--- src/rtl/imem_prefetch_if.sv ---
// Bus bundle for the instruction prefetcher: the instruction-memory
// req/ack channel and the valid/ready stream towards IF/ID.
interface imem_prefetch_if #(
  parameter int N = 64
);
  logic          imem_req;
  logic [N-1:0]  imem_addr;
  logic          imem_ack;
  logic [31:0]   imem_rdata;
  logic          out_valid;
  logic [N-1:0]  out_pc;
  logic [31:0]   out_instr;
  logic          out_ready;

  // Prefetcher side: issues memory requests, sources the instruction stream.
  modport master (
    output imem_req, imem_addr, out_valid, out_pc, out_instr,
    input  imem_ack, imem_rdata, out_ready
  );

  // Environment side: instruction memory plus the IF/ID consumer.
  modport slave (
    input  imem_req, imem_addr, out_valid, out_pc, out_instr,
    output imem_ack, imem_rdata, out_ready
  );
endinterface

--- src/rtl/imem_prefetch.sv ---
// Instruction-fetch front end: sequential fetch with one outstanding memory
// request, a small {PC, instruction} FIFO towards IF/ID, and flush on taken
// branch. A request is only issued while a FIFO slot is guaranteed free, so an
// ack never finds the FIFO full.
module imem_prefetch #(
  parameter int             N        = 64,
  parameter int             DEPTH    = 4,
  parameter logic [N-1:0]   RESET_PC = '0
) (
  input  logic                       clk,
  input  logic                       reset,
  input  logic                       redirect,
  input  logic [N-1:0]               redirect_pc,
  imem_prefetch_if.master            bus,
  output logic [$clog2(DEPTH+1)-1:0] count
);

  localparam int CW = $clog2(DEPTH + 1);
  localparam int PW = $clog2(DEPTH);
  localparam logic [CW-1:0] FULL_CNT  = CW'(DEPTH);
  localparam logic [PW-1:0] PTR_ONE   = PW'(1'b1);
  localparam logic [N-1:0]  ADDR_STEP = N'(3'd4);
  localparam logic [N-1:0]  ALIGN_MSK = {{(N-2){1'b1}}, 2'b00};

  typedef enum logic [1:0] {
    IDLE    = 2'd0,
    REQ     = 2'd1,
    DISCARD = 2'd2
  } state_t;

  state_t          state_r;
  logic [N-1:0]    fetch_pc_r;
  logic [N-1:0]    addr_r;
  logic [CW-1:0]   count_r;
  logic [PW-1:0]   wr_ptr_r;
  logic [PW-1:0]   rd_ptr_r;
  logic [N+31:0]   mem_r [DEPTH];

  logic            push_s;
  logic            pop_s;
  logic [CW-1:0]   count_next_s;
  logic [N-1:0]    target_s;
  logic [N-1:0]    addr_inc_s;

  // Handshake decode: what enters and leaves the FIFO this cycle.
  always_comb begin
    push_s       = 1'b0;
    pop_s        = 1'b0;
    count_next_s = count_r;
    target_s     = redirect_pc & ALIGN_MSK;
    addr_inc_s   = addr_r + ADDR_STEP;
    if ((state_r == REQ) && bus.imem_ack && !redirect) begin
      push_s = 1'b1;
    end else begin
      push_s = 1'b0;
    end
    if ((count_r != {CW{1'b0}}) && bus.out_ready) begin
      pop_s = 1'b1;
    end else begin
      pop_s = 1'b0;
    end
    count_next_s = count_r + {{(CW-1){1'b0}}, push_s} - {{(CW-1){1'b0}}, pop_s};
  end

  // FIFO storage; contents are only meaningful below the occupancy count.
  always_ff @(posedge clk) begin
    if (push_s) begin
      mem_r[wr_ptr_r] <= {addr_r, bus.imem_rdata};
    end
  end

  // FIFO pointers and occupancy; a redirect empties the queue and wins over push/pop.
  always_ff @(posedge clk or negedge reset) begin
    if (!reset) begin
      wr_ptr_r <= {PW{1'b0}};
      rd_ptr_r <= {PW{1'b0}};
      count_r  <= {CW{1'b0}};
    end else if (redirect) begin
      wr_ptr_r <= {PW{1'b0}};
      rd_ptr_r <= {PW{1'b0}};
      count_r  <= {CW{1'b0}};
    end else begin
      if (push_s) begin
        wr_ptr_r <= wr_ptr_r + PTR_ONE;
      end
      if (pop_s) begin
        rd_ptr_r <= rd_ptr_r + PTR_ONE;
      end
      count_r <= count_next_s;
    end
  end

  // Fetch sequencer: request issue, back-to-back streaming, and discard of redirected requests.
  always_ff @(posedge clk or negedge reset) begin
    if (!reset) begin
      state_r    <= IDLE;
      fetch_pc_r <= RESET_PC;
      addr_r     <= RESET_PC;
    end else begin
      case (state_r)
        IDLE: begin
          if (redirect) begin
            fetch_pc_r <= target_s;
          end else if (count_r < FULL_CNT) begin
            addr_r  <= fetch_pc_r;
            state_r <= REQ;
          end
        end
        REQ: begin
          if (redirect && bus.imem_ack) begin
            fetch_pc_r <= target_s;
            state_r    <= IDLE;
          end else if (redirect) begin
            fetch_pc_r <= target_s;
            state_r    <= DISCARD;
          end else if (bus.imem_ack) begin
            fetch_pc_r <= addr_inc_s;
            if (count_next_s < FULL_CNT) begin
              addr_r <= addr_inc_s;
            end else begin
              state_r <= IDLE;
            end
          end
        end
        DISCARD: begin
          if (redirect) begin
            fetch_pc_r <= target_s;
          end
          if (bus.imem_ack) begin
            state_r <= IDLE;
          end
        end
        default: begin
          state_r <= IDLE;
        end
      endcase
    end
  end

  assign bus.imem_req              = (state_r != IDLE);
  assign bus.imem_addr             = addr_r;
  assign bus.out_valid             = (count_r != {CW{1'b0}});
  assign {bus.out_pc, bus.out_instr} = mem_r[rd_ptr_r];
  assign count                     = count_r;

endmodule

--- src/flat_wrapper.sv ---
// flat-port wrapper written by rule: the top's interface ports become plain ports
module imem_prefetch_flat 
#(
  parameter int             N        = 64,
  parameter int             DEPTH    = 4,
  parameter logic [N-1:0]   RESET_PC = '0
)
  (clk, reset, redirect, redirect_pc, count, bus_imem_req, bus_imem_addr, bus_out_valid, bus_out_pc, bus_out_instr, bus_imem_ack, bus_imem_rdata, bus_out_ready);
  imem_prefetch_if #(.N(N)) bus_i ();
  input  logic clk;
  input  logic reset;
  input  logic redirect;
  input  logic [N-1:0] redirect_pc;
  output logic [$clog2(DEPTH+1)-1:0] count;
  output wire logic [$bits(bus_i.imem_req)-1:0] bus_imem_req;
  output wire logic [$bits(bus_i.imem_addr)-1:0] bus_imem_addr;
  output wire logic [$bits(bus_i.out_valid)-1:0] bus_out_valid;
  output wire logic [$bits(bus_i.out_pc)-1:0] bus_out_pc;
  output wire logic [$bits(bus_i.out_instr)-1:0] bus_out_instr;
  input wire logic [$bits(bus_i.imem_ack)-1:0] bus_imem_ack;
  input wire logic [$bits(bus_i.imem_rdata)-1:0] bus_imem_rdata;
  input wire logic [$bits(bus_i.out_ready)-1:0] bus_out_ready;
  assign bus_imem_req = bus_i.imem_req;
  assign bus_imem_addr = bus_i.imem_addr;
  assign bus_out_valid = bus_i.out_valid;
  assign bus_out_pc = bus_i.out_pc;
  assign bus_out_instr = bus_i.out_instr;
  assign bus_i.imem_ack = bus_imem_ack;
  assign bus_i.imem_rdata = bus_imem_rdata;
  assign bus_i.out_ready = bus_out_ready;
  imem_prefetch #(.N(N), .DEPTH(DEPTH), .RESET_PC(RESET_PC)) u_core (.clk(clk), .reset(reset), .redirect(redirect), .redirect_pc(redirect_pc), .bus(bus_i), .count(count));
endmodule
--- config.mk ---
export PLATFORM = sky130hd
export DESIGN_NAME = imem_prefetch_flat
export DESIGN_NICKNAME = d
export VERILOG_FILES = /design/src/rtl/imem_prefetch_if.sv /design/src/rtl/imem_prefetch.sv /design/src/flat_wrapper.sv
export SDC_FILE = /design/constraint.sdc
export NUM_CORES = 1
export LEC_CHECK = 0
export CAP_MARGIN = 30
export CORE_UTILIZATION = 47
export DETAILED_ROUTE_END_ITERATION = 7
export GPL_ROUTABILITY_DRIVEN = 1
export PLACE_DENSITY = 0.69
export RECOVER_POWER = 100
export SETUP_SLACK_MARGIN = 0.3
export SYNTH_ARGS = -nofsm -noshare
export SYNTH_HDL_FRONTEND = slang
export SYNTH_SLANG_ARGS = --single-unit
--- constraint.sdc ---
create_clock -name clk -period 5.05 [get_ports clk]
set_clock_uncertainty 0.1 [all_clocks]
set_input_delay 1.01 -clock clk [delete_from_list [all_inputs] [get_ports clk]]
set_output_delay 1.01 -clock clk [all_outputs]
set_load 0.02 [all_outputs]
After elaboration in Yosys (flattened, before gate mapping)
Memories as Yosys holds them, arrays and structs flattened.
Index checks and enable logic that the tools add are counted.

storage, ports and cells
  memories kept = 1
  word-level logic and storage cells = 71
  input port bits = 101
  bits in writable memories = 384
  register bits after elaboration = 137

memories
  memory        depth  bits a word  read ports  clocked after memory_dff  write ports  RTL line             RTL
  u_core.mem_r  4      96           1           0                         1            imem_prefetch.sv:37  logic [N+31:0] mem_r [DEPTH];

operators by class
  reduce and logical (&&, ||, !) cells = 16
  mux-type cells = 29
  equality and inequality tests = 12
  add/sub/neg operators = 5
  magnitude comparators = 2

operators by type and width
  cell                   number
  $mux 64                10
  $pmux 64 s2            2
  $add 64x3->64 const B  1
  $mux 2                 11
  $ne 2x2->1 const B     6
  $reduce_bool 2->1      5
  $ne 4x4->1 const B     2
  $reduce_and 7->1       1
  $lt 3x3->1 const B     2
  $pmux 2 s3             1
  $reduce_and 5->1       1
  $add 2x1->2 const B    2
  $logic_and 1x1->1      4
  $mux 1                 4
  $ne 2x1->1 const B     2
  $add 3x1->3            1
  $mux 3                 1
  $reduce_and 3->1       1
  $reduce_bool 3->1      1
  $sub 3x1->3            1
  $eq 2x1->1 const B     1
  $eq 2x2->1 const B     1
  $logic_not 2->1        1
  $reduce_or 2->1        1
  $logic_not 1->1        1

Longest topological paths before layout
Gate-level depths: netlist of run 1.

  depth in word-level cells = 12
  gate-level depth with buffers = 16
  depth with buffers taken out = 13

Worst setup path after synthesis of run 1
OpenSTA, ideal clock, no wires.

  path kind = input to register
  from = input port redirect
  to = memory u_core.mem_r[0][0] (netlist bit) (enable)
  stages = 5
  path slack = 0.478 ns
  required time = 4.484 ns
  data arrival time = 4.006 ns
  buffers on the path = 1
  cells stage by stage = clkbuf_1 > o21a_1 > nand2_1 > inv_1 > and2_1

on the way
  cells in the longest elaborated chain, start to end = 5

ends and longest elaborated chain
  element                       RTL line             RTL
  from (decl)                   flat_wrapper.sv:12   input logic redirect;
  $logic_not 1->1               imem_prefetch.sv:52  if ((state_r == REQ) && bus.imem_ack && !redirect) begin
  $logic_and 1x1->1             imem_prefetch.sv:52
  $mux 1                        imem_prefetch.sv:52
  $mux 1                        imem_prefetch.sv:67  if (push_s) begin
  $mux 1 (implied by the code)  imem_prefetch.sv:68  mem_r[wr_ptr_r] <= {addr_r, bus.imem_rdata};
  to (decl)                     imem_prefetch.sv:37

Every way passes these cells.

Worst setup path in the final report of run 1
  from = register u_core.rd_ptr_r[0]
  to = output port bus_out_instr[23]

on the way
  cells in the longest elaborated chain, start to end = 1

ends and longest elaborated chain
  element                 RTL line             RTL
  from (decl)             imem_prefetch.sv:36  logic [PW-1:0] rd_ptr_r;
  from (signal assigned)  imem_prefetch.sv:76  rd_ptr_r <= {PW{1'b0}};
  from (signal assigned)  imem_prefetch.sv:80  rd_ptr_r <= {PW{1'b0}};
  from (signal assigned)  imem_prefetch.sv:87  rd_ptr_r <= rd_ptr_r + PTR_ONE;
  $mem_v2 4x96            n/a
  to (decl)               flat_wrapper.sv:19   output wire logic [$bits(bus_i.out_instr)-1:0] bus_out_instr;

Every way passes these cells.

==> results of run 1 <==
-- stage by stage --
step	hold slack, ps	cells
CTS	282	2320
finish	278	2321
global route	311	2320
global placement	345	2222
detailed placement	358	2224
floorplan	333	1417
-- worst min-delay path by stage --
| stage | from | slack [ps] | to | cells after the start |
|---|---|---|---|---|
| 3_5_place_dp | u_core.fetch_pc_r[0]$_DFFE_PN0P_ | 360 | u_core.fetch_pc_r[0]$_DFFE_PN0P_ | 2 |
| 3_3_place_gp | u_core.fetch_pc_r[0]$_DFFE_PN0P_ | 340 | u_core.fetch_pc_r[0]$_DFFE_PN0P_ | 2 |
| 4_1_cts | reset | 280 | u_core.fetch_pc_r[34]$_DFFE_PN0P_ | 1 |
| 5_1_grt | reset | 310 | u_core.fetch_pc_r[34]$_DFFE_PN0P_ | 1 |
| 2_1_floorplan | u_core.fetch_pc_r[0]$_DFFE_PN0P_ | 330 | u_core.fetch_pc_r[0]$_DFFE_PN0P_ | 2 |
| 6_report | reset | 280 | u_core.fetch_pc_r[34]$_DFFE_PN0P_ | 1 |
-- cells by family after synthesis --
group,after synthesis,synth area share
flip-flops,521,0.688
AND/OR/NAND/NOR,313,0.0718
adder cells (fa/ha/maj),8,0.00495
AO/OA/AOI/OAI,302,0.0883
buffers and inverters,110,0.0205
XOR/XNOR,61,0.0246
multiplexers,102,0.102
-- cells in the final DEF, fill, tap and decap left out, types with 6 or more instances in the layout --
cell | Yosys | layout
or3_1 | 7 | 7
o22a_1 | 6 | 6
nand3_1 | 35 | 36
mux4_2 | 96 | 96
and4_1 | 7 | 7
xnor2_1 | 27 | 27
clkinv_1 | 0 | 11
a32oi_1 | 37 | 37
clkbuf_16 | 0 | 54
inv_1 | 13 | 13
and2_1 | 11 | 8
xor2_1 | 34 | 34
edfxtp_1 | 384 | 384
a2bb2oi_1 | 29 | 29
o21ai_0 | 89 | 93
nand4_1 | 20 | 20
nand2_1 | 106 | 106
and3_1 | 11 | 11
o22ai_1 | 33 | 33
dfrtp_1 | 137 | 136
clkbuf_1 | 69 | 28
a21oi_1 | 69 | 69
dlygate4sd3_1 | 0 | 154
nor3_1 | 13 | 13
clkdlybuf4s50_1 | 0 | 107
nor2_1 | 64 | 64
a31oi_1 | 9 | 9
buf_4 | 5 | 14
ha_1 | 7 | 7
buf_12 | 0 | 7
nor4_1 | 9 | 9
clkinv_2 | 0 | 10
-- area by class of cell --
cell class,count,area (sq um)
multi-input cells,786,6340
clock buffers,71,1450
flip-flops and latches,521,15000
inverters,13,48.8
well taps,600,751
repair buffers,304,2980
clock inverters,25,166
fillers,3585,18800
diodes,1,2.50
-- flip-flops by register name (all words and copies together), names as in the netlist --
name	cells
u_core.fetch_pc_r	64
u_core.mem_r	384
u_core.wr_ptr_r	2
u_core.rd_ptr_r	2
u_core.count	3
u_core.state_r	2
u_core.bus.imem_addr	64
-- layer usage --
metal,up-vias,GRT usage
met1,7018,0.330
met5,-,0
met2,484,0.375
met3,84,0.0410
met4,2,0.0664
li1,6089,-
-- power by group --
group / internal, W / switching, W
Combinational: 0.00220 / 0.00256
Clock: 0.00202 / 0.00164
Sequential: 0.00547 / 0.000974
==> impl_metrics.yaml, run 1 <==
status:
  status: "finished, violations left"
  violations: "max-capacitance violations, max-slew violations"
synthesis:
  ys_types: 65
  syn_avg_cell_area_sq_um: 15.4
  yosys.cell_count.top_type: "edfxtp_1"
  ys.flop_type: "edfxtp_1"
  synth_top_cell_area_share: 0.530
  async_flop_share: 0.263
  yosysWarnings: 0
  ys_seq_area_frac: 0.688
  synth_area_sq_um: 21800
  syn-instance-count: 1417
  synth_edf_count: 384
  synth.area.top_cells: "edfxtp_1 53%, dfrtp_1 16%, mux4_2 9.9%, o21ai_0 2.0%, nand2_1 1.8%"
  synthesis.nets: 1526
  yosys.area.top_type: "edfxtp_1"
  synth_seq_cells: 521
  yosys-top-cells-count: "384 x edfxtp_1, 137 x dfrtp_1, 106 x nand2_1"
grt:
  grt_max_degree: 91
  first_global_vias: 13800
  grt_antenna_before_repair: 1
  grt_overflow: 0
  grt_first_pass_wirelength_mm: 83.3
  grtUsageTotal: 0.234
worst_setup_path:
  reg2regPathDepth: 14
  r2r_slack_ps: 680
  slowest_stage: "dfrtp_1"
  crit_type: "flop to output pin"
  reg2reg_to: "u_core.bus.imem_addr[13]$_DFFE_PN0P_"
  path_max_fanout: 47
  cp.arrival_ps: 3430
  cpPeakStageDelay_ps: 1110
  startpoint: "u_core.rd_ptr_r[0]$_DFFE_PN0P_"
  required_ps: 3940
  critPathCaptureType: "output pin"
  crit_end: "bus_out_instr[23]"
  worst-path-buf-inv: 2
  crit_chain: "buf_12, mux4_2, dlygate4sd3_1"
  regToRegStartpoint: "u_core.count[2]$_DFF_PN0_"
  path_depth: 3
  worstSetupStartpointType: "flop"
  crit_family: "flip-flops"
placed_design:
  hpwl_mm: 34.6
  io_buffers: 263
  placed_area_sq_um: 25200
  dp_slack_ps: 185
  place_congestion: 0.811
drt:
  drt_wl_total_mm: 54.4
  dr.first_iter.drc_count: 1245
  first_pass_iters: 5
  wl_met3_mm: 3.23
  routedWlPerCell_microns: 23.5
  wl_met1_mm: 23.5
  via_per_inst: 5.89
  top_layer: "met5"
  via_count: 13700
  wl_met2_mm: 26.6
  drcViolationCount: 0
  drtAntennaViolNets: 0
floorplan:
  die_area_sq_um: 47100
  rows: 78
  dieHeight_microns: 217
  ios: 266
  coreArea_sq_um: 45500
  fp.dieW_microns: 217
  start_util: 0.478
run:
  drv_cap: 10
pwr:
  vdd_drop_max_mv: 0.352
  finalPower_w: 0.0149
  p_leak_nw: 8.97
  p_per_area_nw_per_um2: 556
clock_network:
  clock_latency_ps: 620
  ctsHoldBuffers: 0
  cts_max_level: 2
  root_buffer: "clkbuf_16"
  cts_resized: 0
  cts_buffer_depth: 3
  postCtsSetupBuffers: 0
  cts_sinks: 521
  cts_buffers: 53
  cts_tree: "done"
  cts.clk_slew.worst_paths_ps: 60
sta:
  setup_tns_ps: 0
  worstMarginPinSlew_ps: 2400
  hold_viol_final: 0
  final-setup-viol-count: 0
  max_slew_margin: -0.598
  fin_ws_ps: 509
  drv_slew: 377
  min_period_ps: 4540
  rsz0062_at_grt: "false"
  max_clock_freq_mhz: 220
  fin_crit_sh: 0.899
worst_hold_path:
  worstHoldPathType: "input pin to async pin"
cells_and_area:
  nets: 1788
  post-route-cell-area_sq_um: 26700
  utilization: 0.587
  final_layout_size_suffix_gt1_frac: 0.124
  area_delta_synth_final_pct: 22.7
(Power assumes the default switching activity.)
==> run 2, diff against run 1 <==
--- a/config.mk
+++ b/config.mk
@@ -12,6 +12,7 @@
 export PLACE_DENSITY = 0.69
 export RECOVER_POWER = 100
 export SETUP_SLACK_MARGIN = 0.3
+export SLEW_MARGIN = 5
 export SYNTH_ARGS = -nofsm -noshare
 export SYNTH_HDL_FRONTEND = slang
 export SYNTH_SLANG_ARGS = --single-unit
==> results of run 2 <==
Final layout, timing and power as in run 1 (identical DEF).
